$ cat config.mk
export PLATFORM = sky130hd
export DESIGN_NAME = bg_tile_pixel_fetch
export DESIGN_NICKNAME = d
export VERILOG_FILES = /design/src/rtl/bg_pkg.sv /design/src/rtl/bg_pixel_extract.sv /design/src/rtl/bg_tile_pixel_fetch.sv
export SDC_FILE = /design/constraint.sdc
export NUM_CORES = 1
export LEC_CHECK = 0
export CAP_MARGIN = 25
export CORE_AREA = 2 2 72 74
export DETAILED_ROUTE_END_ITERATION = 6
export DIE_AREA = 0 0 74 76
export HOLD_SLACK_MARGIN = 0.02
export PLACE_DENSITY = 0.77
export SYNTH_ARGS = -nofsm -noshare
export SYNTH_HDL_FRONTEND = slang
export SYNTH_HIERARCHICAL = 1
export SYNTH_SLANG_ARGS = --single-unit
$ cat constraint.sdc
create_clock -name clock -period 2.2 [get_ports clock]
set_clock_uncertainty 0.15 [all_clocks]
set_input_delay 0.44 -clock clock [delete_from_list [all_inputs] [get_ports clock]]
set_output_delay 0.44 -clock clock [all_outputs]
set_load 0.02 [all_outputs]
$ cat src/rtl/bg_pkg.sv
// Shared types and width constants for the BG tile pixel fetch path.
package bg_pkg;

   localparam int VRAM_ADDR_W = 16;
   localparam int VRAM_DATA_W = 16;

   typedef enum logic [1:0] {
      IDLE = 2'd0,
      REQ  = 2'd1,
      WAIT = 2'd2,
      OUT  = 2'd3
   } bg_fetch_state_t;

endpackage

$ cat src/rtl/bg_pixel_extract.sv
// Byte/nibble select from a VRAM halfword and palette index/transparency generation.
module bg_pixel_extract
   import bg_pkg::*;
(
   input  logic [VRAM_DATA_W-1:0] hw,
   input  logic                   byte_sel,
   input  logic                   palettemode,
   input  logic                   nibble_sel,
   input  logic [3:0]             palbank,
   output logic [7:0]             index,
   output logic                   transparent
);

   logic [7:0] sel_byte;
   logic [3:0] nib;

   always_comb begin
      sel_byte = byte_sel ? hw[15:8] : hw[7:0];
      nib      = nibble_sel ? sel_byte[7:4] : sel_byte[3:0];
      if (palettemode) begin
         index       = sel_byte;
         transparent = (sel_byte == 8'h00);
      end else begin
         index       = {palbank, nib};
         transparent = (nib == 4'h0);
      end
   end

endmodule

$ cat src/rtl/bg_tile_pixel_fetch.sv
// BG character pixel fetch: VRAM halfword read, FSM and optional one-entry
// halfword cache (enabled by defining BG_FETCH_CACHE_EN).
module bg_tile_pixel_fetch
   import bg_pkg::*;
#(
   parameter int ADDR_W = VRAM_ADDR_W,
   parameter int DATA_W = VRAM_DATA_W
)
(
   input  logic              clock,
   input  logic              reset_N,
   input  logic              in_valid,
   output logic              in_ready,
   input  logic [ADDR_W-1:0] in_addr,
   input  logic              in_palettemode,
   input  logic              in_nibble_sel,
   input  logic [3:0]        in_palbank,
   output logic              vram_req,
   output logic [ADDR_W-2:0] vram_addr,
   input  logic              vram_gnt,
   input  logic              vram_rvalid,
   input  logic [DATA_W-1:0] vram_rdata,
   input  logic              cache_flush,
   output logic              pix_valid,
   input  logic              pix_ready,
   output logic [7:0]        pix_index,
   output logic              pix_transparent
);

   bg_fetch_state_t   state_reg, state_next;
   logic [ADDR_W-1:0] addr_reg;
   logic              mode_reg;
   logic              nib_reg;
   logic [3:0]        bank_reg;
   logic [DATA_W-1:0] hw_reg;
   logic              cache_hit;
   logic              accept;
   logic              rd_done;
   logic [7:0]        ext_index;
   logic              ext_transparent;

   assign accept  = in_ready && in_valid;
   assign rd_done = (state_reg == WAIT) && vram_rvalid;

`ifdef BG_FETCH_CACHE_EN
   logic [ADDR_W-2:0] tag_reg;
   logic              tag_valid_reg;
   logic              flush_pend_reg;

   assign cache_hit = tag_valid_reg && (tag_reg == in_addr[ADDR_W-1:1]) && !cache_flush;

   // A flush seen while the read is in flight still lets this pixel use the
   // returned data, but keeps the new tag from being marked valid.
   always_ff @(posedge clock or negedge reset_N) begin
      if (!reset_N) begin
         tag_reg        <= '0;
         tag_valid_reg  <= 1'b0;
         flush_pend_reg <= 1'b0;
      end else if (rd_done) begin
         tag_reg        <= addr_reg[ADDR_W-1:1];
         tag_valid_reg  <= !(flush_pend_reg || cache_flush);
         flush_pend_reg <= 1'b0;
      end else if (cache_flush) begin
         tag_valid_reg <= 1'b0;
         if (state_reg == REQ || state_reg == WAIT)
            flush_pend_reg <= 1'b1;
      end
   end
`else
   logic unused_cache_flush;
   assign unused_cache_flush = cache_flush;
   assign cache_hit          = 1'b0;
`endif

   always_ff @(posedge clock or negedge reset_N) begin
      if (!reset_N) begin
         state_reg <= IDLE;
         addr_reg  <= '0;
         mode_reg  <= 1'b0;
         nib_reg   <= 1'b0;
         bank_reg  <= '0;
         hw_reg    <= '0;
      end else begin
         state_reg <= state_next;
         if (accept) begin
            addr_reg <= in_addr;
            mode_reg <= in_palettemode;
            nib_reg  <= in_nibble_sel;
            bank_reg <= in_palbank;
         end
         if (rd_done)
            hw_reg <= vram_rdata;
      end
   end

   always_comb begin
      state_next = state_reg;
      in_ready   = 1'b0;
      vram_req   = 1'b0;
      pix_valid  = 1'b0;
      case (state_reg)
         IDLE: begin
            in_ready = reset_N;
            if (accept)
               state_next = cache_hit ? OUT : REQ;
         end
         REQ: begin
            vram_req = 1'b1;
            if (vram_gnt)
               state_next = WAIT;
         end
         WAIT: begin
            if (vram_rvalid)
               state_next = OUT;
         end
         OUT: begin
            pix_valid = 1'b1;
            if (pix_ready)
               state_next = IDLE;
         end
         default: state_next = IDLE;
      endcase
   end

   bg_pixel_extract u_extract (
      .hw          (hw_reg),
      .byte_sel    (addr_reg[0]),
      .palettemode (mode_reg),
      .nibble_sel  (nib_reg),
      .palbank     (bank_reg),
      .index       (ext_index),
      .transparent (ext_transparent)
   );

   assign vram_addr       = addr_reg[ADDR_W-1:1];
   assign pix_index       = pix_valid ? ext_index : 8'h00;
   assign pix_transparent = pix_valid && ext_transparent;

endmodule

Word-level counts from Yosys, hierarchy flattened
Index checks and enable logic that the tools add are counted.

cells by class
  equal/unequal tests = 7
  mux-type cells = 13
  reductions and logical operators = 7

operators by type and width
  operator                                              count
  2-to-1 mux 8 bit                                      3
  logical NOT 8 bit                                     1
  2-to-1 mux 2 bit                                      4
  inequality test 2 bit (second input constant)         4
  case mux 2 bit (4 select lines)                       1
  equality test 2 bit (second input constant)           2
  logical NOT 4 bit                                     1
  2-to-1 mux 1 bit                                      4
  2-to-1 mux 4 bit                                      1
  AND reduction 4 bit                                   1
  logical AND 1 bit                                     3
  equality test 2 x 1 -> 1 bit (second input constant)  1
  logical NOT 2 bit                                     1

storage, ports and cells
  register bits = 40
  logic and storage cells = 33
  input port bits = 45

Logic depth before layout (Yosys ltp)
Gate-level depths: netlist (run 1).

  word-level depth = 5
  depth in mapped cells = 5
  depth with buffers taken out = 5

Modules after synthesis
The synthesis (run 1) kept the hierarchy.

modules (own cells, without submodules)
  module               seq. area each (sq um)  times used  cells an instance  area an instance (sq um)
  bg_tile_pixel_fetch  1001.0                  1           121                1750.4
  bg_pixel_extract     0.0                     1           37                 336.6

Worst setup path before layout (run 1)
No wires, ideal clock.

  kind = reg-to-output
  start point = register addr_reg[0]
  end point = output pix_transparent
  arrival time = 1419 ps
  setup slack = 191 ps
  stages on the path, launching flop included = 5
  cell sequence = dfrtp_1 mux4_2 nor2_1 a32o_1 and2_1

between the ends
  cells in the longest elaborated chain, start to end = 5
  elaborated cells between the ends (all ways) = 6
  classes of those cells = 3 x mux; 3 x reduce/logical

RTL lines
  element                    RTL line                    text
  from (decl)                bg_tile_pixel_fetch.sv:31   logic [ADDR_W-1:0] addr_reg;
  from (signal assigned)     bg_tile_pixel_fetch.sv:86   addr_reg <= in_addr;
  2-to-1 mux 8 bit *         bg_pixel_extract.sv:18      sel_byte = byte_sel ? hw[15:8] : hw[7:0];
  2-to-1 mux 4 bit           bg_pixel_extract.sv:19      nib = nibble_sel ? sel_byte[7:4] : sel_byte[3:0];
  logical NOT 4 bit          bg_pixel_extract.sv:25      transparent = (nib == 4'h0);
  2-to-1 mux 1 bit *         bg_pixel_extract.sv:20      if (palettemode) begin
  named net ext_transparent  bg_tile_pixel_fetch.sv:40   logic ext_transparent;
  logical AND 1 bit *        bg_tile_pixel_fetch.sv:137  assign pix_transparent = pix_valid && ext_transparent;
  to (decl)                  bg_tile_pixel_fetch.sv:27   output logic pix_transparent

The timed path passes the listed nets; every way through them passes the cells marked *.

Worst setup path in the final report (run 1)
Same ends and word-level chain as after synthesis.

==> flow_summary.ini, run 1 <==
[floorplanning]
die_y_um = 76
dieArea_um2 = 5620
fp-row-count = 26
die_w_um = 74
start_util = 0.425
core_area_um2 = 4910
ioPinCount = 72

[power_and_ir_drop]
sequentialPowerShare = 0.317
power.density_nw_per_um2 = 1410
p_comb_frac = 0.566
p_leak_nw = 1.35
netSwitchingPower_mw = 1.56
max-vdd-ir-drop_mv = 0.644
power.clock.fraction = 0.117
switching_share = 0.359
p_int_mw = 2.78

[logic_synthesis]
ys_warn_count = 6
synth_nets = 207
syn_area_um2 = 2090
synth-seq-cells = 40
netlist_instances = 158
synth_area_per_cell_um2 = 13.2
ys_seq_area_frac = 0.480
yosysUniqueCellTypes = 31

[timing]
timing.final.crit_share = 1.10
setup_slack_ns = -0.214
hold_ws_ns = 0.343
finalCriticalPeriod_ns = 2.41
timing_hold_violations_final = 0
worst_pin_slew_ns = 0.354
relSlewSlack = 0.763
setup_viol = 4
max_freq_mhz = 414
finalSetupTns_ns = -0.556
rsz0062_at_grt = yes
drv_slew = 0

[placed_design]
io_buffers = 70
dpl_worst_slack_ns = -0.423
placed_cells_incl_taps = 300
dpl_cell_area_um2 = 2890
dp.final_hpwl_um = 3340
place.gp.congestion = 0.807

[layout]
stdcell_area_um2 = 3070
drive_gt1_frac = 0.340
syn_to_final_growth_pct = 46.9
stdcell_count = 314
num-fill-cells = 410
nets = 292
regArea_um2 = 1000
multi_input_area_um2 = 971
insertedDiodeCount = 0

[detailed_routing]
routed_via_density = 4.86
drtIter0Drc = 66
dr.pass1.iters = 4
drc = 0
wl_per_cell_um = 14.2
routed_wl_um = 4450
num_vias = 1527
ant_nets = 0

[worst_setup_path]
path_class = reg2out
startpoint_type = register
arrival_ns = 1.82
cp.required_ns = 1.61
critPathMaxFanout = 7
endpoint_kind = output pin

[grt]
grt_usage = 0.165
grt_pass1_vias = 1523
overflow = 0
grt_max_degree = 27
grt_first_pass_wirelength_um = 7190
antenna_found_initial = 0

[clock_tree]
htreeDepth = 2
cts_buffers = 5
root_buffer = clkbuf_8
clk_latency_ns = 0.29
cts_sinks = 40
path_clk_slew_ns = 0.08
cts_tree = built
clk_path_buf_depth = 2

[flow_run]
maxCapViolCount = 0

[min_path]
min_path_type = reg2reg

[status]
failed_checks = negative setup slack
status = finished with violations
-- power by group through the flow --
stage	Sequential [mW]	Clock, mW	Combinational (mW)
5_1_grt	1.42	0.555	2.65
3_5_place_dp	1.38	0	2.27
4_1_cts	1.38	0.525	2.43
2_1_floorplan	1.33	0	1.49
3_3_place_gp	1.36	0	2.24
6_report	1.37	0.506	2.45
-- cells by family after synthesis --
logic type | count (synthesis) | share of synthesized area
simple gates | 33 | 0.100
fa+ha+maj | 4 | 0.0240
compound gates | 11 | 0.0408
mux | 48 | 0.283
buf+inv | 22 | 0.0725
flops | 40 | 0.480
-- synthesized netlist by cell type (all sizes together) --
cell / n / share of area
o21a: 1 / 0.0036
and4bb: 1 / 0.0060
buf: 20 / 0.069
nand2: 1 / 0.0018
ha: 4 / 0.024
nor2: 8 / 0.016
or4b: 2 / 0.0096
nand3: 2 / 0.0072
nand2b: 1 / 0.0030
nor4b: 2 / 0.0084
a21oi: 5 / 0.012
nor2b: 3 / 0.0090
inv: 2 / 0.0036
a211o: 1 / 0.0042
or4: 2 / 0.0072
nor3: 1 / 0.0024
a2111oi: 1 / 0.0072
a32o: 1 / 0.0048
mux2: 39 / 0.21
and2: 10 / 0.030
mux4: 4 / 0.049
dfrtp: 40 / 0.48
mux2i: 5 / 0.024
o2bb2ai: 1 / 0.0042
a22o: 1 / 0.0048
-- path summary, 6_finish.rpt --
kind | start | endpoint | slack, ns | cells past startpoint
setup reg to reg | state_reg[0] | state_reg[1] | 0.26 | 5
setup / recovery | addr_reg[0] | pix_transparent | -0.21 | 6
hold / removal | addr_reg[11] | addr_reg[11] | 0.34 | 1
max in group asynchronous | reset_N | addr_reg[0] | 1.04 | 3
hold reg to reg | addr_reg[11] | addr_reg[11] | 0.34 | 1
min in group asynchronous | reset_N | addr_reg[2] | 0.51 | 3
-- layout make-up --
type | instances | share of cell area
sequential | 40 | 0.327
multi-input combinational | 96 | 0.317
timing repair buffer | 98 | 0.295
tap | 70 | 0.0286
clock buffer | 6 | 0.0269
clock inverter | 2 | 0.00327
inverter | 2 | 0.00245
-- cell usage in the layout (no fill, tap or decap), drive strengths merged, types with 2 or more instances in the layout --
cell / instances
nor2: 8
nor4b: 2
clkinv: 2
or4b: 2
mux2i: 5
mux2: 39
mux4: 4
clkbuf: 6
dfrtp: 40
nand3: 2
or4: 2
inv: 2
nor2b: 3
ha: 4
and2: 10
a21oi: 5
clkdlybuf4s50: 57
buf: 37
dlygate4sd2: 2
-- critical path, cell delays in order (launching register included) --
cell and delay (ns):
dfrtp_2 0.46, buf_6 0.15, and4bb_2 0.22, a22o_2 0.23
a32o_1 0.20, and2_4 0.16, buf_6 0.12
-- repair_timing --
item,4_1_cts,5_1_grt
resized for setup,58,10
endpoints found under the setup margin,11,10
gates cloned,0,0
pin swaps,3,4
hold buffers,1,0
hold endpoints to repair,14,0
buffers inserted,5,0
-- metal layers --
layer  track usage  part of all wire  vias up  routed length, µm
met5             0                 0        -                  0
li1              -                 -      721                  -
met2         0.269              0.49       53               2190
met4        0.0545             0.012        0                 52
met1         0.216              0.44      746               1940
met3        0.0384             0.060        7                268
-- metrics by stage --
step                total power [mW]  utilization
detailed placement              3.66        0.589
finish                          4.33        0.624
floorplan                       2.82            -
CTS                             4.33        0.621
global placement                3.60        0.589
global route                    4.63        0.624
Power figures use the tool's default switching activity.
==> run 2, diff against run 1 <==
--- a/config.mk
+++ b/config.mk
@@ -7,10 +7,11 @@
 export LEC_CHECK = 0
 export CAP_MARGIN = 25
 export CORE_AREA = 2 2 72 74
+export CTS_BUF_LIST = sky130_fd_sc_hd__clkbuf_16
 export DETAILED_ROUTE_END_ITERATION = 6
 export DIE_AREA = 0 0 74 76
 export HOLD_SLACK_MARGIN = 0.02
-export PLACE_DENSITY = 0.77
+export PLACE_DENSITY_LB_ADDON = 0.3
 export SYNTH_ARGS = -nofsm -noshare
 export SYNTH_HDL_FRONTEND = slang
 export SYNTH_HIERARCHICAL = 1
==> run 2 against run 1 <==
Effect of this change:
- the run still ends with negative setup slack left
- utilization up 0.76 points
- first-iteration DRC count down 4.5%
- non-clock buffer count unchanged
- sequential share of layout area down 0.36 points
- cell count unchanged
- global-route usage up 0.85 points
- clock power up 36%
- final area up 1.2%
- largest power group unchanged
- via count down 0.65%
- sequential power about the same
- routed wire length up 4.4%
==> flow_summary.ini, run 2 (synthesis results as in run 1) <==
[clock_tree]
clk_latency_ns = 0.28
cts_sinks = 40
cts_buffers = 5
root_buffer = clkbuf_16
path_clk_slew_ns = 0.06
clk_path_buf_depth = 2
cts_tree = built
htreeDepth = 2

[layout]
syn_to_final_growth_pct = 48.7
insertedDiodeCount = 0
multi_input_area_um2 = 968
stdcell_count = 314
layout_commonest_cell = clkdlybuf4s50_1
finish.utilization = 0.632
nets = 292
num-fill-cells = 393
layout.cells.most_common_list = clkdlybuf4s50_1, dfrtp_1, buf_4, mux2_1, mux2_2
regArea_um2 = 1000
drive_gt1_frac = 0.336

[grt]
grt_pass1_vias = 1580
grt_first_pass_wirelength_um = 7570
overflow = 0
grt_usage = 0.174
grt_max_degree = 40
antenna_found_initial = 0

[timing]
drv_slew = 0
setup_viol = 7
timing.final.crit_share = 1.09
max_freq_mhz = 415
timing_hold_violations_final = 0
relSlewSlack = 0.665
setup_slack_ns = -0.208
finalCriticalPeriod_ns = 2.41
rsz0062_at_grt = yes
worst_pin_slew_ns = 0.502
finalSetupTns_ns = -0.663

[placed_design]
dp.final_hpwl_um = 3420
io_buffers = 70
place.gp.congestion = 0.838
dpl_worst_slack_ns = -0.438
placed_cells_incl_taps = 302

[worst_setup_path]
endpoint_kind = output pin
startpoint_type = register
arrival_ns = 1.82
critPathMaxFanout = 6
path_class = reg2out
cp.required_ns = 1.61

[power_and_ir_drop]
power.density_nw_per_um2 = 1460
max-vdd-ir-drop_mv = 0.676
p_leak_nw = 1.35

[floorplanning]
die_y_um = 76
die_w_um = 74
start_util = 0.425
fp-row-count = 26
ioPinCount = 72
core_area_um2 = 4910
dieArea_um2 = 5620

[detailed_routing]
routed_via_density = 4.83
num_vias = 1517
dr.pass1.iters = 4
wl_per_cell_um = 14.8
drc = 0
drtIter0Drc = 63
ant_nets = 0
routed_wl_um = 4650

[status]
status = finished with violations
failed_checks = negative setup slack

[flow_run]
maxCapViolCount = 0

[min_path]
min_path_type = reg2reg
## run 2: cell count changes in the layout (fill, tap and decap cells not counted), moves of 3 or more
cell	delta
and2_1	+4
and2_4	-4
buf_4	-3
clkbuf_16	+5
clkbuf_2	+3
clkbuf_8	-6
## run 2: metal layers
metal,GRT usage,share of wire,routed length (µm),up-vias
met5,0,0,0,-
met4,0.0545,0.021,99,0
met3,0.0476,0.061,284,10
met2,0.291,0.50,2320,56
met1,0.215,0.42,1940,728
li1,-,-,-,723
## run 2: area by class of cell
class | instances | share of cell area
Clock buffer | 5 | 0.0403
Inverter | 2 | 0.00242
Timing Repair Buffer | 98 | 0.289
Multi-Input combinational cell | 96 | 0.312
Sequential cell | 40 | 0.323
Tap cell | 70 | 0.0282
Clock inverter | 3 | 0.00444
## run 2: final timing paths
| path | start | end | slack [ns] | cells after the start |
|---|---|---|---|---|
| worst max-delay path | addr_reg[0] | pix_transparent | -0.21 | 6 |
| worst min-delay path | addr_reg[3] | addr_reg[3] | 0.34 | 1 |
| worst max register to register | state_reg[0] | state_reg[1] | 0.29 | 5 |
| worst min register to register | addr_reg[3] | addr_reg[3] | 0.34 | 1 |
| max in group asynchronous | reset_N | nib_reg | 0.83 | 3 |
| min in group asynchronous | reset_N | state_reg[0] | 0.37 | 2 |
## run 2: repair_timing
| action | 4_1_cts | 5_1_grt |
|---|---|---|
| gates cloned | 0 | 0 |
| pin swaps | 4 | 4 |
| setup buffers | 2 | 1 |
| endpoints found under the setup margin | 11 | 10 |
| gates resized for setup | 47 | 17 |
| hold endpoints to repair | 1 | 0 |
| hold buffers | 1 | 0 |
## run 2: through the flow
stage	cell area, µm²	hold slack [ns]	power, mW
floorplan	2090	-0.00559	2.82
global placement	2910	0.0904	3.66
detailed placement	2910	0.0938	3.71
CTS	3050	0.343	4.44
global route	3100	0.357	4.84
finish	3100	0.338	4.53
## run 2: critical path: stages, from the launching register on
cell       delay (ns)
dfrtp_2          0.43
buf_6            0.11
or4b_4           0.47
o2bb2ai_4        0.14
a32o_1           0.13
and2_4           0.14
buf_6            0.11
## run 2: where the power goes
group | total [mW] | leakage [nW] | switching (mW) | internal, mW
clock | 0.687 | 0.0710 | 0.276 | 0.411
combinational | 2.45 | 0.802 | 1.05 | 1.40
sequential | 1.39 | 0.474 | 0.267 | 1.12
==> run 3, diff against run 2 <==
--- a/config.mk
+++ b/config.mk
@@ -6,10 +6,10 @@
 export NUM_CORES = 1
 export LEC_CHECK = 0
 export CAP_MARGIN = 25
-export CORE_AREA = 2 2 72 74
+export CORE_AREA = 8 8 78 80
 export CTS_BUF_LIST = sky130_fd_sc_hd__clkbuf_16
 export DETAILED_ROUTE_END_ITERATION = 6
-export DIE_AREA = 0 0 74 76
+export DIE_AREA = 0 0 86 88
 export HOLD_SLACK_MARGIN = 0.02
 export PLACE_DENSITY_LB_ADDON = 0.3
 export SYNTH_ARGS = -nofsm -noshare
==> run 3 against run 2 <==
Effect of this change:
- the run still ends with negative setup slack left
- sequential share of layout area shrank 0.79 points
- utilization grew 1.5 points
- die area is 35% higher
- highest routed layer unchanged
==> flow_summary.ini, run 3 (synthesis results as in run 1) <==
[status]
status = finished with violations
failed_checks = negative setup slack

[placed_design]
dp.final_hpwl_um = 3860
dpl_worst_slack_ns = -0.401
io_buffers = 70
place.gp.congestion = 0.819
placed_cells_incl_taps = 303

[worst_setup_path]
arrival_ns = 1.85
critPathMaxFanout = 6
reg2reg_from = state_reg[0]
endpoint_kind = output pin
startpoint_type = register
reg2regPathDepth = 7
ff2ff_setup_slack_ns = 0.17
cp.required_ns = 1.61
timing.rr.end = state_reg[1]
path_class = reg2out

[grt]
grt_usage = 0.145
grt_pass1_vias = 1644
overflow = 0
antenna_found_initial = 0
grt_max_degree = 40
grt_first_pass_wirelength_um = 8460

[layout]
regArea_um2 = 1000
layout.cells.most_common_list = clkdlybuf4s50_1, dfrtp_1, buf_4, mux2_1, mux2_2
multi_input_area_um2 = 1010
syn_to_final_growth_pct = 52.2
layout_commonest_cell = clkdlybuf4s50_1
stdcell_count = 317
num-fill-cells = 390
nets = 296
drive_gt1_frac = 0.352
insertedDiodeCount = 0

[floorplanning]
start_util = 0.425
ioPinCount = 72
die_w_um = 86
die_y_um = 88
core_area_um2 = 4910
dieArea_um2 = 7570
fp-row-count = 26

[detailed_routing]
routed_via_density = 4.77
drtIter0Drc = 43
ant_nets = 0
wl_per_cell_um = 16.3
dr.pass1.iters = 4
routed_wl_um = 5160
drc = 0
num_vias = 1513

[min_path]
holdPathStages = 1
min_to = addr_reg[11]
min_path_type = reg2reg
hp-start = addr_reg[11]

[timing]
setup_slack_ns = -0.239
timing.final.crit_share = 1.11
drv_slew = 0
relSlewSlack = 0.680
worst_pin_slew_ns = 0.481
finalCriticalPeriod_ns = 2.44
max_freq_mhz = 410
timing_hold_violations_final = 0
rsz0062_at_grt = yes
setup_viol = 5

[flow_run]
maxCapViolCount = 0

[power_and_ir_drop]
power_mw = 4.69
max-vdd-ir-drop_mv = 0.660
power.density_nw_per_um2 = 1480
p_leak_nw = 1.40

[clock_tree]
path_clk_slew_ns = 0.06
cts_tree = built
htreeDepth = 2
root_buffer = clkbuf_16
cts_buffers = 5
cts_sinks = 40
clk_path_buf_depth = 2
clk_latency_ns = 0.27
run 3: metrics by stage:
stage	utilization	area (µm²)	setup TNS, ns	hold slack [ns]
final	0.647	3180	-0.708	0.338
after global routing	0.647	3180	-1.14	0.349
after CTS	0.630	3100	-0.714	0.343
after detailed placement	0.593	2910	-1.66	0.0952
after global placement	0.593	2910	-1.48	0.0913
after floorplan	-	2090	0	-0.00559
run 3: routing by layer:
layer / track usage / vias to the layer above / part of all wire / wire, µm
met4: 0.0430 / 0 / 0.0081 / 42
met3: 0.0525 / 5 / 0.074 / 384
met1: 0.169 / 722 / 0.43 / 2190
met2: 0.243 / 59 / 0.49 / 2540
met5: 0 / - / 0 / 0
li1: - / 727 / - / -
run 3: repair_timing:
| item | CTS | global route |
|---|---|---|
| cloned | 0 | 0 |
| buffers inserted | 4 | 2 |
| hold endpoints to repair | 1 | 0 |
| pin swaps | 2 | 4 |
| setup endpoints to repair | 12 | 11 |
| gates resized for setup | 47 | 27 |
| hold buffers | 1 | 0 |
run 3: worst max path at each step:
stage,from,end
5_1_grt,addr_reg[0],pix_transparent
6_report,addr_reg[0],pix_transparent
4_1_cts,addr_reg[0],pix_transparent
3_5_place_dp,addr_reg[0],pix_transparent
3_3_place_gp,addr_reg[0],pix_transparent
2_1_floorplan,addr_reg[0],pix_transparent
run 3: cell type report:
| cell class | count | share of cell area |
|---|---|---|
| tap | 70 | 0.0276 |
| clock buffer | 5 | 0.0394 |
| timing repair buffer | 102 | 0.295 |
| clock inverter | 2 | 0.00276 |
| sequential | 40 | 0.315 |
| inverter | 2 | 0.00236 |
| multi-input combinational | 96 | 0.317 |
run 3: power by group:
group,internal [mW],switching [mW]
logic,1.50,1.14
registers,1.12,0.261
clock network,0.407,0.262
run 3: worst max-delay path, cell delays in order (launching register included):
cell	delay, ns
dfrtp_2	0.46
buf_6	0.15
and4bb_2	0.21
a22o_2	0.23
a32o_2	0.24
and2_4	0.16
buf_6	0.12
==> edit: new RTL, settings of run 2 <==
Build with the macro `BG_FETCH_CACHE_EN` defined.
--- a/src/rtl/bg_tile_pixel_fetch.sv
+++ b/src/rtl/bg_tile_pixel_fetch.sv
@@ -1,5 +1,7 @@
 // BG character pixel fetch: VRAM halfword read, FSM and optional one-entry
 // halfword cache (enabled by defining BG_FETCH_CACHE_EN).
+`define BG_FETCH_CACHE_EN
+
 module bg_tile_pixel_fetch
    import bg_pkg::*;
 #(
Function: changed (Yosys sat finds a counterexample within 10 cycles, from zero or initial values and one cycle with reset_N low).
==> edit against run 2 <==
- the flow still finishes with violations (setup timing)
- die area unchanged
- cell area increased by 33%
- area after synthesis increased by 40%
- hold slack got worse by 150 ps
- clock power increased by 86%
- sequential cell count increased by 17
- power increased by 39%
- synthesized cell count increased by 40%
- setup slack got worse by 140 ps
- wire length increased by 45%
- cell count increased by 23%
- critical path depth increased by 1
- largest cell class unchanged
- largest power group unchanged
==> edit: results (changes against run 2) <==
| Metric | Value |
|---|---|
| Max VDD drop | 914.5 µV (+35%) |
| DRT met1 WL | 2572 µm (+32%) |
| Status | complete, but fails checks |
| Resized Gates After CTS | 61 (+30%) |
| Hold crit path type | input port to async pin |
| Slowest CP cell | dfrtp_2 |
| Seq pwr share | 31.3% (+0.6 points) |
| Clock Latency Late Sink | 330 ps (+50 ps) |
| Net count, final | 360 (+23%) |
| H-tree levels | 3 (+1) |
| Share of layout cells above drive strength 1 | 42.54% (+8.9 points) |
| Synth area leaders | dfrtp_1 49%, mux2_2 20%, xor2_1 4.5%, buf_4 3.9%, mux4_1 2.7% |
| Cell Count, Final, Fillers Out | 385 (+23%) |
| Synthesized Nets | 271 (+31%) |
| Dpl hpwl | 4424 µm (+29%) |
| Total leakage power | 0.001818 µW (+35%) |
| Met3 Track Usage GR | 9.788% (+5.0 points) |
| Number of setup buffers added after CTS | 6 (+4) |
| Grt met1 use | 30.95% (+9.5 points) |
| Largest net degree at the start of global routing | 58 (+45%) |
| Final setup margin | -347.8 ps (-139.6 ps) |
| TNS Setup | -1004 ps (-341.3 ps) |
| Met2 wire len | 3676 µm (+58%) |
| Total Wirelength | 6743 µm (+45%) |
| CP arrival | 1960 ps (+140 ps) |
| Failing checks | setup timing |
| Reg2Reg Capture Point | state_reg[0] |
| Metal3 WL | 367 µm (+29%) |
| Top sig layer | met4 |
| First-pass GRT wire length | 10,960 µm (+45%) |
| RD Place Congestion | 0.9398 (+12%) |
| Combinational Power | 3020 µW (+23%) |
| Port-buffer cells | 71 (+1.4%) |
| R2R Setup Slk | 260 ps (-30 ps) |
| Origin of the worst setup path | addr_reg[0] |
| Net Sw Frac | 35.03% (-0.13 points) |
| Worst hold slack | 183.5 ps (-154.3 ps) |
| Met2 Use GR | 44.55% (+15 points) |
| GRT Util Overall | 26.46% (+9.1 points) |
| Vias in the first global route | 2,228 (+41%) |
| Initial antenna violation count | 0 (unchanged) |
| # setup viols final | 7 (unchanged) |
| Clock Tree Root | clkbuf_16 |
| Top cells by count, synth | 57 x dfrtp_1, 53 x mux2_2, 15 x buf_4, 15 x xor2_1, 10 x nor2_1 |
| Worst Path Max Fanout | 5 (-1) |
| Crit path max-delay family | flip-flops |
| Relative slew slack | 53.19% (-13 points) |
| Cell variety after synth | 35 (+13%) |
| Via Count | 2,072 (+37%) |
| Avg Inst Size Synth | 13.21 µm² (about the same) |
| Filler Cell Count | 265 (-33%) |
| Reg2Reg Depth | 6 (+1) |
| Sequential area share after synthesis | 48.84% (+0.88 points) |
| Clk pwr share | 20.5% (+5.3 points) |
| Max incr delay on CP | 450 ps (-20 ps) |
| Post-Place Setup Slack | -396.7 ps (+41.59 ps) |
| Placed Instance Area | 0.003737 mm² (+29%) |
| Total CTS buffers | 9 (+4) |
| Critical Path End | pix_transparent |
| Starting DRT DRC Count | 82 (+30%) |
edit: cell count changes in the layout (fill, tap and decap cells not counted), sizes merged, moves of 3 or more:
cell / change
nor4: +4
dfrtp: +17
clkinvlp: +3
xor2: +15
buf: +4
mux2: +14
nor2: +3
a21oi: +3
inv: +6
edit: cell type report:
| cell class | instances | area (µm²) | share of cell area [%] |
|---|---|---|---|
| clock buffer | 9 | 225.2 | 5.468 |
| clock inverter | 7 | 53.80 | 1.306 |
| inverter | 5 | 18.77 | 0.4557 |
| multi-input combinational | 137 | 1346 | 32.69 |
| sequential | 57 | 1428 | 34.66 |
| tap | 70 | 87.58 | 2.126 |
| timing repair buffer | 100 | 959.7 | 23.30 |
edit: kinds of logic after synthesis:
logic type	share of synthesized area (%)
AO/OA/AOI/OAI	3.685
multiplexers	26.31
XOR/XNOR	4.499
adder cells (fa/ha/maj)	2.142
buffers and inverters	6.341
flip-flops	48.84
AND/OR/NAND/NOR	8.184
